**config.mk**
```make
export PLATFORM = sky130hd
export DESIGN_NAME = seven_seg_scanner
export DESIGN_NICKNAME = d
export VERILOG_FILES = /design/src/rtl/seven_seg_scanner.sv
export SDC_FILE = /design/constraint.sdc
export NUM_CORES = 1
export LEC_CHECK = 0
export ABC_AREA = 0
export BUFFER_PORTS_ARGS = -buffer_cell sky130_fd_sc_hd__buf_2
export CAP_MARGIN = 20
export CORE_AREA = 2 2 93 95
export CTS_CLUSTER_DIAMETER = 80
export DETAILED_ROUTE_END_ITERATION = 10
export DIE_AREA = 0 0 95 97
export SLEW_MARGIN = 20
export SYNTH_ARGS = -nofsm -noshare
export SYNTH_HDL_FRONTEND = slang
export SYNTH_SLANG_ARGS = --single-unit
export TNS_END_PERCENT = 20
```
**constraint.sdc**
```tcl
create_clock -name clk -period 2.2 [get_ports clk]
set_input_delay 0.44 -clock clk [delete_from_list [all_inputs] [get_ports clk]]
set_output_delay 0.44 -clock clk [all_outputs]
set_load 0.02 [all_outputs]
```
**src/rtl/seven_seg_scanner.sv**
```systemverilog
// Purpose: time-multiplexed N-digit seven-segment driver with shadow register, blanking, LZ suppression, DP.
// Latency: every output is registered from the current scan state and shadow, so the delay is one cycle.
// Backpressure: none; the scan free-runs and a load is a single-edge capture that never stalls.
module seven_seg_scanner #(
  parameter int NUM_DIGITS   = 4,
  parameter int REFRESH_DIV  = 100000,
  parameter int GUARD_CYCLES = 16
) (
  input  logic                    clk,
  input  logic                    reset,
  input  logic [4*NUM_DIGITS-1:0] digits,
  input  logic [NUM_DIGITS-1:0]   blank_mask,
  input  logic [NUM_DIGITS-1:0]   dp_mask,
  input  logic                    lz_en,
  input  logic                    load,
  output logic [NUM_DIGITS-1:0]   anode,
  output logic [6:0]              segs,
  output logic                    dp,
  output logic                    frame_tick
);

  localparam int CNT_W = $clog2(REFRESH_DIV);
  localparam int IDX_W = $clog2(NUM_DIGITS);
  localparam logic [CNT_W-1:0] CNT_LAST  = CNT_W'(REFRESH_DIV - 1);
  localparam logic [CNT_W-1:0] GUARD_LIM = CNT_W'(GUARD_CYCLES);
  localparam logic [IDX_W-1:0] IDX_LAST  = IDX_W'(NUM_DIGITS - 1);

  // Scan state
  logic [CNT_W-1:0]        cnt_q, cnt_d;
  logic [IDX_W-1:0]        idx_q, idx_d;
  // Shadow copies of the display inputs
  logic [4*NUM_DIGITS-1:0] digits_s_q, digits_s_d;
  logic [NUM_DIGITS-1:0]   blank_s_q, blank_s_d;
  logic [NUM_DIGITS-1:0]   dp_s_q, dp_s_d;
  // Registered outputs
  logic [NUM_DIGITS-1:0]   anode_q, anode_d;
  logic [6:0]              segs_q, segs_d;
  logic                    dp_q, dp_d;
  logic                    frame_tick_q, frame_tick_d;

  // Helpers
  logic [NUM_DIGITS-1:0]   lz_from;
  logic                    zero_above;
  logic [3:0]              cur_nib;
  logic                    in_guard;
  logic                    dark;

  // Active-low GFEDCBA pattern for one hex nibble.
  function automatic logic [6:0] hex_to_segs(input logic [3:0] v);
    logic [6:0] s;
    s = 7'h7F;
    case (v)
      4'h0: s = 7'h40;
      4'h1: s = 7'h79;
      4'h2: s = 7'h24;
      4'h3: s = 7'h30;
      4'h4: s = 7'h19;
      4'h5: s = 7'h12;
      4'h6: s = 7'h02;
      4'h7: s = 7'h78;
      4'h8: s = 7'h00;
      4'h9: s = 7'h10;
      4'hA: s = 7'h08;
      4'hB: s = 7'h03;
      4'hC: s = 7'h46;
      4'hD: s = 7'h21;
      4'hE: s = 7'h06;
      default: s = 7'h0E;
    endcase
    return s;
  endfunction

  // Slot counter and digit index; frame_tick fires on the wrap back to digit 0.
  always_comb begin
    cnt_d        = cnt_q + 1'b1;
    idx_d        = idx_q;
    frame_tick_d = 1'b0;
    if (cnt_q == CNT_LAST) begin
      cnt_d = '0;
      if (idx_q == IDX_LAST) begin
        idx_d        = '0;
        frame_tick_d = 1'b1;
      end else begin
        idx_d = idx_q + 1'b1;
      end
    end
  end

  // Shadow capture on load; values are held otherwise.
  always_comb begin
    digits_s_d = load ? digits     : digits_s_q;
    blank_s_d  = load ? blank_mask : blank_s_q;
    dp_s_d     = load ? dp_mask    : dp_s_q;
  end

  // lz_from[k] is set when nibbles k..N-1 of the shadow are all zero.
  always_comb begin
    zero_above = 1'b1;
    lz_from    = '0;
    for (int k = NUM_DIGITS - 1; k >= 0; k--) begin
      zero_above = zero_above & (digits_s_q[4*k +: 4] == 4'h0);
      lz_from[k] = zero_above;
    end
  end

  // Next output values: guard band dark, else drive the current digit (DP ignores blanking/LZ).
  always_comb begin
    cur_nib  = digits_s_q[{idx_q, 2'b00} +: 4];
    in_guard = (cnt_q < GUARD_LIM);
    dark     = blank_s_q[idx_q] | (lz_en & (idx_q != '0) & lz_from[idx_q]);
    anode_d  = '1;
    segs_d   = 7'h7F;
    dp_d     = 1'b1;
    if (!in_guard) begin
      anode_d[idx_q] = 1'b0;
      dp_d           = ~dp_s_q[idx_q];
      if (!dark) begin
        segs_d = hex_to_segs(cur_nib);
      end
    end
  end

  // State and output registers; reset blanks the display and restarts the scan at digit 0.
  always_ff @(posedge clk or posedge reset) begin
    if (reset) begin
      cnt_q        <= '0;
      idx_q        <= '0;
      digits_s_q   <= '0;
      blank_s_q    <= '0;
      dp_s_q       <= '0;
      anode_q      <= '1;
      segs_q       <= 7'h7F;
      dp_q         <= 1'b1;
      frame_tick_q <= 1'b0;
    end else begin
      cnt_q        <= cnt_d;
      idx_q        <= idx_d;
      digits_s_q   <= digits_s_d;
      blank_s_q    <= blank_s_d;
      dp_s_q       <= dp_s_d;
      anode_q      <= anode_d;
      segs_q       <= segs_d;
      dp_q         <= dp_d;
      frame_tick_q <= frame_tick_d;
    end
  end

  assign anode      = anode_q;
  assign segs       = segs_q;
  assign dp         = dp_q;
  assign frame_tick = frame_tick_q;

endmodule

```
; Word-level counts from Yosys, hierarchy flattened
; Memory sizes are Yosys's and may differ from the RTL's.
; Cells that the tools add are included.
[word_totals]
register_bits = 56
rom_bits = 112
inputBits = 28
out_inout_bits = 13
elab_cells = 48
memories = 1
[memory_table]
columns = memory, depth, word_bits, read_ports, rd_clocked_by_memory_dff, wr, line_no
row1 = (no name shown), 16, 7, 1, 0, 0, 52  ; case (v)
[op_classes]
n_addsub = 2
magnitude_cmp = 3
n_eq_ne = 2
n_shift = 1
mux = 16
bitwise_logic = 8
n_reduce_logical = 6
[ops]
columns = operator, count
row1 = $add A17 B1 Y17 const B, 1
row2 = $eq A17 B17 Y1 const B, 1
row3 = $lt A17 B5 Y1 const B, 1
row4 = $mux W17, 1
row5 = $logic_not A4 Y1, 4
row6 = $shiftx A16 B5 Y4, 1
row7 = $mux W7, 2
row8 = $mux W1, 7
row9 = $bmux W1 S2, 3
row10 = $and A1 B1 Y1, 5
row11 = $mux W4, 1
row12 = $not A4 Y4, 1
row13 = $lt A2 B3 Y1 const B, 1
row14 = $add A2 B1 Y2 const B, 1
row15 = $demux W1 S2, 1
row16 = $eq A2 B2 Y1 const B, 1
row17 = $ge A2 B1 Y1 const B, 1
row18 = $mux W2, 1
row19 = $reduce_bool A2 Y1, 1
row20 = $logic_and A1 B1 Y1, 1
row21 = $not A1 Y1, 1
row22 = $or A1 B1 Y1, 1

; Longest topological paths before layout
[depth]
word_depth = 10
depth_mapped = 9
mapped_depth_nobuf = 8

; Worst setup path after synthesis
; OpenSTA, ideal clock, no wires.
[synth_timing]
path_type = flip-flop to flip-flop
start = register idx_q[0]
end = register segs_q[0] (netlist: segs[0])
setup_ns = 0.091
arrival_time_ns = 2.060
t_required_ns = 2.109
slack_ns = 0.050
path_stages_with_launch = 9
n_path_buf = 1
period_less_slack_ns = 2.150
path_cell_list = dfrtp_1 clkbuf_8 mux4_2 inv_1 ha_1 inv_1 a41oi_1 o311ai_0 o31ai_1
[synth_between]
elab_chain_len = 6
word_cells_on_any_way = 12
cone_classes = shift (1) / mux (6) / bitwise (3) / reduce/logical (1) / memory (1)
[synth_rtl]
columns = item, line_no
row1 = start: declaration, 30  ; logic [IDX_W-1:0] idx_q, idx_d;
row2 = start signal: assignment, 137  ; idx_q <= idx_d;
row3 = "parallel branches: the longest is 4 deep, another holds $mem_v2 Z16 W7", -
row4 = $mux W7 (*), 117  ; if (!dark) begin
row5 = $mux W7 (*), 114  ; if (!in_guard) begin
row6 = net segs_d[0], 37  ; logic [6:0] segs_q, segs_d;
row7 = end signal: assignment, 142  ; segs_q <= segs_d;
row8 = end: declaration, 37
; Mark *: on every way through the listed nets, which the timed path passes. The select of a mux whose other input is x is not followed.
; A chain may end at the register's enable or synchronous reset.

; Worst setup path after layout
; Same ends and word-level chain as after synthesis.

==> run_results.csv <==
group,metric,value,unit
run_status,run_status,"complete, no violations",
grt,grt-ovfl-total,0,
grt,gr-usage-all-layers,0.135,
setup_path,regToRegStartpoint,"idx_q[0]$_DFFE_PP0N_",
pwr,clkPwrFrac,0.276,
synth,synth.cells.most_frequent,"dfrtp_1, mux2_2, nand2_1",
pwr,power_density,614,nW/µm²
timing,finalWorstSetupSlack,0.183,ns
floorplan,fp.dieH,97,µm
clock_tree,clockBufferDepth,2,
grt,grt_util_met1,0.212,
floorplan,core_area,8130,µm²
synth,synthCells,235,
synth,synth-async-reset-ratio,1.00,
setup_path,critical_path_class,"reg -> reg",
pwr,intPower,1.47,mW
pwr,p_leak,1.44,nW
timing,clock.fmax,0.496,GHz
final_layout,seq_area,1420,µm²
timing,tightest_slew,0.572,ns
grt,grt_pass1_wl,9760,µm
setup_path,end_kind,"flop",
pwr,switching_power,0.537,mW
setup_path,cp-startpoint,"idx_q[0]$_DFFE_PP0N_",
timing,holdWs,0.106,ns
timing,hold_violations,0,
synth,ys_warn_count,0,
grt,grt_max_degree,39,
routing,vias,1961,
timing,fin_skew,0.0126,ns
routing,drt_iter0_drc,154,
synth,syn-mean-instance-area,11.9,µm²
setup_path,cp_max_fo,6,
timing,rsz0062_at_grt,"false",
synth,synth_area,2810,µm²
final_layout,layout.cells.non_filler,392,
grt,antenna_found_initial,0,
clock_tree,clk_latency,0.31,ns
clock_tree,cts.reportedPaths.clkPinSlew,0.10,ns
routing,drtPass1Iterations,4,
clock_tree,postCtsSetupRepairBufs,0,
synth,synthDistinctLibCells,42,
synth,syn_nets,274,
placed_design,place_inst,384,
placed_design,hpwl,4340,µm
grt,grt.busiest_layer,"met1",
timing,setup_violations,0,
hold_path,worst_hold_path_type,"in -> async",
final_layout,multi_input_area,1300,µm²
synth,synth_edf_count,0,
timing,min_period,2.02,ns
setup_path,cp_data_arrival_time,2.25,ns
clock_tree,numCtsBuffers,5,
run,cap_viol_max_count,0,
floorplan,boundaryPins,41,
routing,final_antenna_net_count,0,
final_layout,fillers,802,
final_layout,nets,325,
floorplan,die_x,95,µm
routing,finalWirelength,5770,µm
clock_tree,cts-root-buf,"clkbuf_8",
placed_design,gp_congestion,0.886,
final_layout,syn_to_final_growth,16.4,%
pwr,switching_share,0.267,
routing,viasPerCell,5.00,
floorplan,dieArea,9220,µm²
routing,remaining_drc_errors,0,
setup_path,start_kind,"flop",
timing,fin_crit_sh,0.917,
clock_tree,cts_max_level,2,
placed_design,io_buffers,40,
synth,synth-seq-cells,56,
synth,synth_top_area_cell,"dfrtp_1",
timing,final_max_slew_viol_count,0,
timing,fin_setup_tns,0,ns
clock_tree,cts_tree,"yes",
clock_tree,cts_sinks,56,
routing,drt-wirelength-per-cell,14.7,µm
floorplan,initial_core_util,0.345,
final_layout,drive_gt1_frac,0.376,
setup_path,reg2regPathDepth,8,
pwr,power_frac_seq,0.578,
synth,yosysMostFrequentCell,"dfrtp_1",
pwr,power,2.01,mW
pwr,pwr-share-comb,0.146,
timing,max-slew-margin-rel,0.618,
synth,synth_flop_cell,"dfrtp_1",
floorplan,num_rows,33,
placed_design,dpl_worst_slack,0.184,ns
pwr,peakVddDrop,0.000248,V
final_layout,diodes,0,
setup_path,cp.required,2.43,ns
synth,synth_top_area_share,0.392,
synth,ys_seq_area_frac,0.504,
synth,synth.area.top_cells,"dfrtp_1, dfstp_2, mux2_2",
grt,grt_pass1_vias,1896,
grt,met2_usage,0.182,
grt,gr-usage-met3,0.0288,
## cell usage in the layout, fill, tap and decap left out, drive strengths merged, types with 9 or more instances in the layout
cell type,instances
nand2,20
inv,9
mux2,27
ha,11
dfstp,12
dfrtp,44
mux2i,11
buf,52
nor2,13
nand3,12
## kinds of logic (layout without fill, tap and decap cells)
family	count (synthesis)	in the layout	synth area share
mux	41	41	0.172
fa+ha+maj	11	11	0.0490
simple gates	75	75	0.135
compound gates	22	22	0.0646
xor+xnor	13	13	0.0406
flops	56	56	0.504
buf+inv	17	69	0.0343
## path summary, 6_finish.rpt
path / end / slack [ns]
max in group asynchronous: anode[1]$_DFF_PP1_ / 1.48
min in group clk: digits_s_q[6]$_DFFE_PP0P_ / 0.34
min reg2reg: cnt_q[0]$_DFF_PP0_ / 0.47
min: digits_s_q[2]$_DFFE_PP0P_ / 0.11
max reg2reg: segs[0]$_DFF_PP1_ / 0.18
max: segs[0]$_DFF_PP1_ / 0.18
## area by class of cell
class	instances	area share
well taps	105	0.0402
flip-flops and latches	56	0.433
inverters	9	0.0103
clock buffers	5	0.0210
repair buffers	52	0.0926
clock inverters	3	0.00574
multi-input cells	162	0.397
## flip-flops by register name, summed over array words and instances (netlist names)
name and cells:
anode 4, dp 1, digits_s_q 16, frame_tick 1, cnt_q 17, blank_s_q 4
segs 7, dp_s_q 4, idx_q 2
## worst max-delay path, cell delays in order, from the launching register on
cell      delay (ns)
dfrtp_1         0.40
buf_4           0.15
mux2_2          0.39
inv_1           0.11
ha_2            0.19
inv_1           0.09
a41oi_1         0.20
o311ai_0        0.15
o31ai_1         0.25
## what timing repair did
action / CTS / global route
setup endpoints to repair: 0 / 1
gates resized for setup: 0 / 1
hold buffers: 0 / 0
## stage by stage
stage	instance area [µm²]	utilization
2_1_floorplan	2810	-
3_3_place_gp	3180	0.391
3_5_place_dp	3180	0.391
4_1_cts	3270	0.402
5_1_grt	3270	0.402
6_report	3270	0.402
## routing by layer
layer  part of all wire  wire length [µm]  up-vias
met5                  0                 0        -
met4              0.012                70        0
met3              0.061               349        6
met2               0.41              2340       70
met1               0.52              3010      946
li1                   -                 -      939
## power by group through the flow
| stage | combinational (mW) | clock, mW | sequential (mW) |
|---|---|---|---|
| after floorplan | 0.178 | 0 | 1.19 |
| after global placement | 0.293 | 0 | 1.18 |
| after detailed placement | 0.295 | 0 | 1.18 |
| after CTS | 0.297 | 0.584 | 1.16 |
| after global routing | 0.328 | 0.622 | 1.17 |
| final | 0.293 | 0.554 | 1.16 |
Power figures use the tool's default switching activity.
